==> src/rtl/core_mem.sv <==
// MEM pipeline stage: issues one load/store at a time on a req/ack bus and
// registers the stage result for writeback and forwarding.
module core_mem (
  input  logic        clock,
  input  logic        reset,
  input  logic        flush,
  input  logic [63:0] ex_out,
  input  logic [63:0] ex_B_data,
  input  logic [4:0]  ex_W_regnum,
  input  logic        ex_write_enable,
  input  logic [1:0]  ex_load_type,
  input  logic [1:0]  ex_store_type,
  input  logic        ex_signed_byte,
  input  logic        ex_signed_word,
  output logic        mem_req,
  output logic        mem_we,
  output logic [63:0] mem_addr,
  output logic [63:0] mem_wdata,
  output logic [7:0]  mem_be,
  input  logic [63:0] mem_rdata,
  input  logic        mem_ack,
  output logic        stall,
  output logic [63:0] MEM_data,
  output logic [4:0]  MEM_W_regnum,
  output logic        MEM_write_enable,
  output logic        addr_err,
  output logic        state_dbg
);

  // Bus handshake: mem_req rises on the edge after launch and stays high,
  // with we/addr/wdata/be frozen, until the cycle mem_ack is sampled high.
  typedef enum logic {IDLE = 1'b0, WAIT = 1'b1} state_t;
  state_t state, state_nxt;

  logic       is_store, is_mem, misalign, launch;
  logic [1:0] size;
  logic [2:0] off;
  logic [7:0] be;
  logic [63:0] wdata;

  logic [1:0] l_size;
  logic [2:0] l_off;
  logic       l_sb, l_sw, l_we, latched_flush;
  logic [4:0] l_regnum;
  logic [7:0]  byte_sel;
  logic [31:0] word_sel;
  logic [63:0] ld_data;

  // An op with both load and store type set is executed as the store.
  assign is_store = |ex_store_type;
  assign is_mem   = is_store | (|ex_load_type);
  assign size     = is_store ? ex_store_type : ex_load_type;
  assign off      = ex_out[2:0];

  always_comb begin
    misalign = 1'b0;
    be       = 8'h00;
    wdata    = ex_B_data;
    case (size)
      2'b01: begin
        be    = 8'h01 << off;
        wdata = {8{ex_B_data[7:0]}};
      end
      2'b10: begin
        misalign = (off[1:0] != 2'b00);
        be       = 8'h0F << off;
        wdata    = {2{ex_B_data[31:0]}};
      end
      2'b11: begin
        misalign = (off != 3'b000);
        be       = 8'hFF;
      end
      default: ;
    endcase
  end

  always_ff @(posedge clock or posedge reset) begin
    if (reset) state <= IDLE;
    else       state <= state_nxt;
  end

  always_comb begin
    state_nxt = state;
    case (state)
      IDLE:    if (launch) state_nxt = WAIT;
      WAIT:    if (mem_ack) state_nxt = IDLE;
      default: state_nxt = IDLE;
    endcase
  end

  always_comb begin
    launch = (state == IDLE) && is_mem && !misalign && !flush;
    stall  = 1'b0;
    if (!reset) stall = (state == IDLE) ? launch : !mem_ack;
  end

  assign state_dbg = (state == WAIT);

  assign byte_sel = mem_rdata[{l_off, 3'b000} +: 8];
  assign word_sel = l_off[2] ? mem_rdata[63:32] : mem_rdata[31:0];

  always_comb begin
    case (l_size)
      2'b01:   ld_data = {{56{l_sb & byte_sel[7]}}, byte_sel};
      2'b10:   ld_data = {{32{l_sw & word_sel[31]}}, word_sel};
      default: ld_data = mem_rdata;
    endcase
  end

  always_ff @(posedge clock or posedge reset) begin
    if (reset) begin
      mem_req          <= 1'b0;
      mem_we           <= 1'b0;
      mem_addr         <= 64'd0;
      mem_wdata        <= 64'd0;
      mem_be           <= 8'h00;
      MEM_data         <= 64'd0;
      MEM_W_regnum     <= 5'd0;
      MEM_write_enable <= 1'b0;
      addr_err         <= 1'b0;
      latched_flush    <= 1'b0;
      l_size           <= 2'b00;
      l_off            <= 3'b000;
      l_sb             <= 1'b0;
      l_sw             <= 1'b0;
      l_we             <= 1'b0;
      l_regnum         <= 5'd0;
    end else begin
      addr_err <= 1'b0;
      if (state == IDLE) begin
        if (!is_mem) begin
          MEM_data         <= ex_out;
          MEM_W_regnum     <= ex_W_regnum;
          MEM_write_enable <= ex_write_enable & ~flush;
        end else if (flush) begin
          MEM_write_enable <= 1'b0;
        end else if (misalign) begin
          MEM_write_enable <= 1'b0;
          addr_err         <= 1'b1;
        end else begin
          mem_req          <= 1'b1;
          mem_we           <= is_store;
          mem_addr         <= {ex_out[63:3], 3'b000};
          mem_wdata        <= wdata;
          mem_be           <= be;
          l_size           <= size;
          l_off            <= off;
          l_sb             <= ex_signed_byte;
          l_sw             <= ex_signed_word;
          l_we             <= ex_write_enable;
          l_regnum         <= ex_W_regnum;
          latched_flush    <= 1'b0;
          MEM_write_enable <= 1'b0;
        end
      end else begin
        if (flush) latched_flush <= 1'b1;
        if (mem_ack) begin
          mem_req       <= 1'b0;
          latched_flush <= 1'b0;
          if (mem_we) begin
            MEM_write_enable <= 1'b0;
          end else begin
            MEM_data         <= ld_data;
            MEM_W_regnum     <= l_regnum;
            MEM_write_enable <= l_we & ~(latched_flush | flush);
          end
        end
      end
    end
  end

endmodule

==> config.mk <==
export PLATFORM = sky130hd
export DESIGN_NAME = core_mem
export DESIGN_NICKNAME = d
export VERILOG_FILES = /design/src/rtl/core_mem.sv
export SDC_FILE = /design/constraint.sdc
export NUM_CORES = 1
export LEC_CHECK = 0
export ABC_AREA = 1
export CORE_AREA = 2 2 161 163
export CTS_CLUSTER_SIZE = 28
export DETAILED_ROUTE_END_ITERATION = 7
export DIE_AREA = 0 0 163 165
export DONT_BUFFER_PORTS = 1
export HOLD_SLACK_MARGIN = 0.15
export PLACE_DENSITY = 0.62
export SYNTH_ARGS = -nofsm -noshare
export SYNTH_HDL_FRONTEND = slang
export SYNTH_SLANG_ARGS = --single-unit
==> constraint.sdc <==
create_clock -name clock -period 15.9 [get_ports clock]
set_clock_uncertainty 0.1 [all_clocks]
set_input_delay 3.18 -clock clock [delete_from_list [all_inputs] [get_ports clock]]
set_output_delay 3.18 -clock clock [all_outputs]
set_load 0.02 [all_outputs]
### After elaboration in Yosys (flattened, before gate mapping)

Index checks and enable logic that the tools add are counted.

| storage, ports and cells | value |
|---|---|
| register bits | 221 |
| bits in latches | 0 |
| bits in writable memories | 0 |
| bits in read-only memories | 0 |
| input bits | 208 |
| output and inout bits | 211 |
| logic and storage cells | 94 |
| memories kept | 0 |

| cells by class | value |
|---|---|
| $add $sub $neg | 0 |
| multipliers | 0 |
| div/mod/pow operators | 0 |
| magnitude comparators | 0 |
| eq/ne operators | 11 |
| shifts and indexed selects | 3 |
| mux-type cells | 38 |
| bitwise operators | 10 |
| reduce and logical (&&, ||, !) cells | 15 |

Operators with widths:

| cell | number |
|---|---|
| $mux W64 | 4 |
| $pmux W64 S2 | 2 |
| $shiftx A64 B7 Y8 | 1 |
| $mux W32 | 1 |
| $pmux W8 S3 | 1 |
| $mux W1 | 23 |
| $mux W5 | 4 |
| $reduce_and A4 Y1 | 3 |
| $ne A2 B2 Y1 const B | 4 |
| $shl A1 B3 Y8 const A | 1 |
| $shl A4 B3 Y8 const A | 1 |
| $eq A2 B2 Y1 const B | 3 |
| $and A1 B1 Y1 | 4 |
| $eq A2 B1 Y1 const B | 2 |
| $not A1 Y1 | 4 |
| $pmux W1 S2 | 2 |
| $reduce_bool A2 Y1 | 2 |
| $reduce_or A2 Y1 | 2 |
| $logic_and A1 B1 Y1 | 3 |
| $logic_not A1 Y1 | 3 |
| $ne A3 B3 Y1 const B | 1 |
| $reduce_and A3 Y1 | 1 |
| $reduce_bool A3 Y1 | 1 |
| $mux W2 | 1 |
| 2 further kinds | 3 |

### Longest topological paths before layout

| depth | value |
|---|---|
| depth in word-level cells | 9 |
| depth in mapped cells | 13 |
| depth with buffers taken out | 11 |

### Worst setup path before layout

No wires, ideal clock.

| path | value |
|---|---|
| path type | in2out |
| start point | input port ex_store_type[1] |
| end point | output port stall |
| arrival | 4.877 ns |
| slack | 7.743 ns |
| stages on the path | 10 |
| buffers on the path | 3 |
| path through | inv_1 a21oi_1 inv_1 ha_1 clkbuf_1 o211ai_2 nand2_2 buf_2 buf_2 a21oi_1 |

| on the way | value |
|---|---|
| word-level cells in the longest chain between the ends | 9 |
| elaborated cells on any way between the ends | 12 |
| classes of those cells | eq/ne: 2; mux: 4; bitwise: 1; reduce/logical: 5 |

RTL lines:

| element | line | text |
|---|---|---|
| start, declared | 12 | `input logic [1:0] ex_store_type,` |
| $reduce_or A2 Y1 * | 50 | `assign is_store = \|ex_store_type;` |
| $mux W2 * | 52 | `assign size = is_store ? ex_store_type : ex_load_type;` |
| via size[0] | 36 | `logic [1:0] size;` |
| $eq A2 B2 Y1 | 59 | `case (size)` |
| $pmux W1 S2 * | 59 |  |
| $logic_not A1 Y1 * | 92 | `launch = (state == IDLE) && is_mem && !misalign && !flush;` |
| $logic_and A1 B1 Y1 * (2 in series) | 92 |  |
| $mux W1 * (2 in series) | 94 | `if (!reset) stall = (state == IDLE) ? launch : !mem_ack;` |
| end, declared | 22 | `output logic stall,` |

The timed path passes the listed nets; every way through them passes the cells marked *.

### Final worst setup path

Ends and elaborated chain as after synthesis.

==> metrics <==
run status=finished, final reports clean; PortBufs=0; Detailed Place HPWL=27.0 mm; Seq pwr share=50.0%; ys async rst share=100%; Worst-Margin Slew=1250 ps; Slew headroom=16.6%; design area=0.0122 sq mm; clock share of power=25.6%; Post-Syn Area=0.0114 sq mm; Critical Setup Path Class=input pin to primary output; Die ar.=0.0269 sq mm; Post-CTS Setup Bufs=0; htree depth=1; Final period util=52.7%; hold path cells=2; Gate power share=24.4%; Syn. warnings=0; Setup crit start kind=input pin; DRT Pass-1 Iters=5; DRC viols=0; worst-path cell chain=inv_1 > a21oi_1 > inv_1 > ha_1 > o211ai_2 > nand2_4 > a21oi_1; layout cells sized above 1=4.52%; post-synthesis sequential area ratio=48.7%; critical path arrival=5110 ps; final worst slack=7510 ps; Worst EP required=12620 ps; CTS tree=built; initial antenna violation count=1; FF-to-FF End=MEM_data[34]$_DFFE_PP0P_; number of max-slew violations in the final report=0; critical-path maximum fanout=44; slowest CP cell=a21oi_1; Die Y=165 um; Worst Hold Class=register to register; routed vias/inst=5.54; leakage power=6.04 nW; Area growth syn-to-layout=7.33%; Crit Reg-Reg Startpoint=state_dbg$_DFF_PP0_; final wirelength=37.3 mm; dpl cell area=0.0113 sq mm; std cell rows=58; switching power=0.00105 W; power per cell area=195 mW/mm^2; worst path bufs/invs=2; slowest stage delay, CP=490 ps; remaining global-route overflow=0; largest net degree at the start of global routing=104; hold path start=l_regnum[4]$_DFFE_PP0P_; CTS Hold Bufs=0; Post-Place Setup Slack=7490 ps; Die X=163 um; Num CTS Buffers=25; ANT cells=0; setup violators final=0; Detail Route Antenna Nets=0; per-cell routed wire length=20.6 um; RSZ-0062 raised after global routing=false; Final Hold Viols=0; IO Count=419; DR iter-0 viols=1105; synthesized area per cell=7.39 sq um; final net count=1679; GRT Total Usage=26.8%; number of global-route vias before repair=9554; Final Non-Filler Cells=1812; Placed Instances=1768; first-pass GRT wire length=56.2 mm; crit end category=primary output; Reg2Reg Setup Slack=12020 ps; Synth Flop Type=dfrtp_1; R2R cell count=8; CTS max path bufs=3; crit-path leading delay family=compound AO/OA/AOI/OAI gates; library cells used by synthesis=34; CORE AREA=0.0250 sq mm; Via Count=10000; Initial Util=45.4%; gpl congestion=0.919; Fill cells=2495; Post-synth EDFFs=0; setup TNS=0 ps; Finished Core Util=48.7%; Seq cells post-synth=221; peak supply drop=0.0000960 V; clk_lat worst skew=550 ps; Internal=0.00133 W; PostCTS Resize Cnt=0; clock sink count=221; Period minus WS final=8390 ps; max_cap viols=0; Max Freq=0.119 GHz; Post-Synthesis Cells=1536; sw frac=44.0%; root buf cell=clkbuf_16; WHS Endpoint=l_regnum[4]$_DFFE_PP0P_; clk slew on worst S/H paths=60 ps
==> worst max path at each step <==
stage / from / end / slack, ps / depth (start not counted)
2_1_floorplan: reset / MEM_W_regnum[0]$_DFFE_PP0P_ / 6570 / 1
3_3_place_gp: ex_store_type[1] / stall / 7560 / 7
3_5_place_dp: ex_store_type[1] / stall / 7490 / 7
4_1_cts: ex_store_type[1] / stall / 7490 / 7
5_1_grt: ex_store_type[1] / stall / 7340 / 7
6_report: ex_store_type[1] / stall / 7510 / 7
==> worst register-to-register path, cell delays in order, from the launching register on <==
cell	delay [ps]
dfrtp_1	810
inv_4	400
nand2_1	210
nand2_2	510
inv_2	740
buf_4	620
a21oi_1	130
nand2_1	150
nand2_1	60
==> through the flow <==
stage                     power, W  hold WS [ps]
after floorplan            0.00161           349
after global placement     0.00176           362
after detailed placement   0.00178           370
after CTS                  0.00240           384
after global routing       0.00254           413
final                      0.00238           384
==> synth_stat cells (4+ instances only) <==
library cell / count / area [sq um]
a21oi_1: 184 / 921
a31oi_1: 61 / 382
buf_1: 4 / 15.0
buf_2: 33 / 165
buf_4: 14 / 105
buf_6: 5 / 56.3
clkbuf_1: 51 / 191
dfrtp_1: 221 / 5530
ha_1: 6 / 75.1
inv_1: 103 / 387
inv_2: 5 / 18.8
nand2_1: 517 / 1940
nand3_1: 57 / 285
nor2_1: 149 / 559
o21ai_0: 71 / 355
o21ai_1: 8 / 40.0
o22ai_1: 23 / 144
==> state kept, by name (all words and copies together) (netlist names), 2 cells and up <==
name          count
l_regnum          5
MEM_data         64
mem_addr         61
mem_be            8
l_size            2
mem_wdata        64
MEM_W_regnum      5
l_off             3
==> cell usage in the layout (no fill, tap or decap) <==
cell,n
nand2_4,2
or2_2,2
o21ai_0,71
nor2_2,2
inv_16,1
bufinv_16,3
conb_1,3
nand3_1,57
nand2_1,517
nor3_2,1
ha_1,6
dfrtp_1,221
nand2_2,2
clkinv_2,2
nor2_1,149
o21ai_1,8
inv_2,3
a221oi_1,1
nand3_2,1
nor3_1,3
a311oi_1,1
buf_4,9
clkinv_4,1
a21oi_1,184
inv_8,1
o211ai_1,1
o211ai_2,1
clkbuf_1,5
inv_4,2
clkbuf_8,7
inv_1,102
or2_0,1
nand4_4,1
nand3b_1,1
o21ai_2,1
a31oi_1,61
o22ai_1,23
clkbuf_16,25
==> layout make-up <==
type | instances | area (sq um) | area share [%]
clock buffers | 37 | 741 | 6.08
multi-input cells | 1100 | 4890 | 40.1
flip-flops and latches | 221 | 5530 | 45.4
clock inverters | 7 | 129 | 1.06
well taps | 330 | 413 | 3.39
repair buffers | 9 | 67.6 | 0.554
inverters | 108 | 418 | 3.43
==> metal layers <==
metal  share of wire [%]  track usage, %  routed length [um]
met4                 2.8            8.13                1050
met2                  44            40.5               16500
met5               0.043               0                  16
met1                  43            37.1               15900
met3                  10            8.01                3860
==> kinds of logic (layout without fill, tap and decap cells) <==
logic type,Yosys count,in the layout,share of synthesized area [%]
other cells,1,3,0.0330
simple gates,739,739,25.6
fa+ha+maj,6,6,0.661
compound gates,352,352,16.6
flops,221,221,48.7
buf+inv,217,161,8.35
==> power groups by stage <==
| stage | Combinational, W | Sequential, W | Clock [W] |
|---|---|---|---|
| 2_1_floorplan | 0.000491 | 0.00112 | 0 |
| 3_3_place_gp | 0.000561 | 0.00120 | 0 |
| 3_5_place_dp | 0.000581 | 0.00120 | 0 |
| 4_1_cts | 0.000581 | 0.00120 | 0.000622 |
| 5_1_grt | 0.000673 | 0.00122 | 0.000647 |
| 6_report | 0.000581 | 0.00119 | 0.000609 |
No activity file was read; power rests on OpenSTA's default activity.
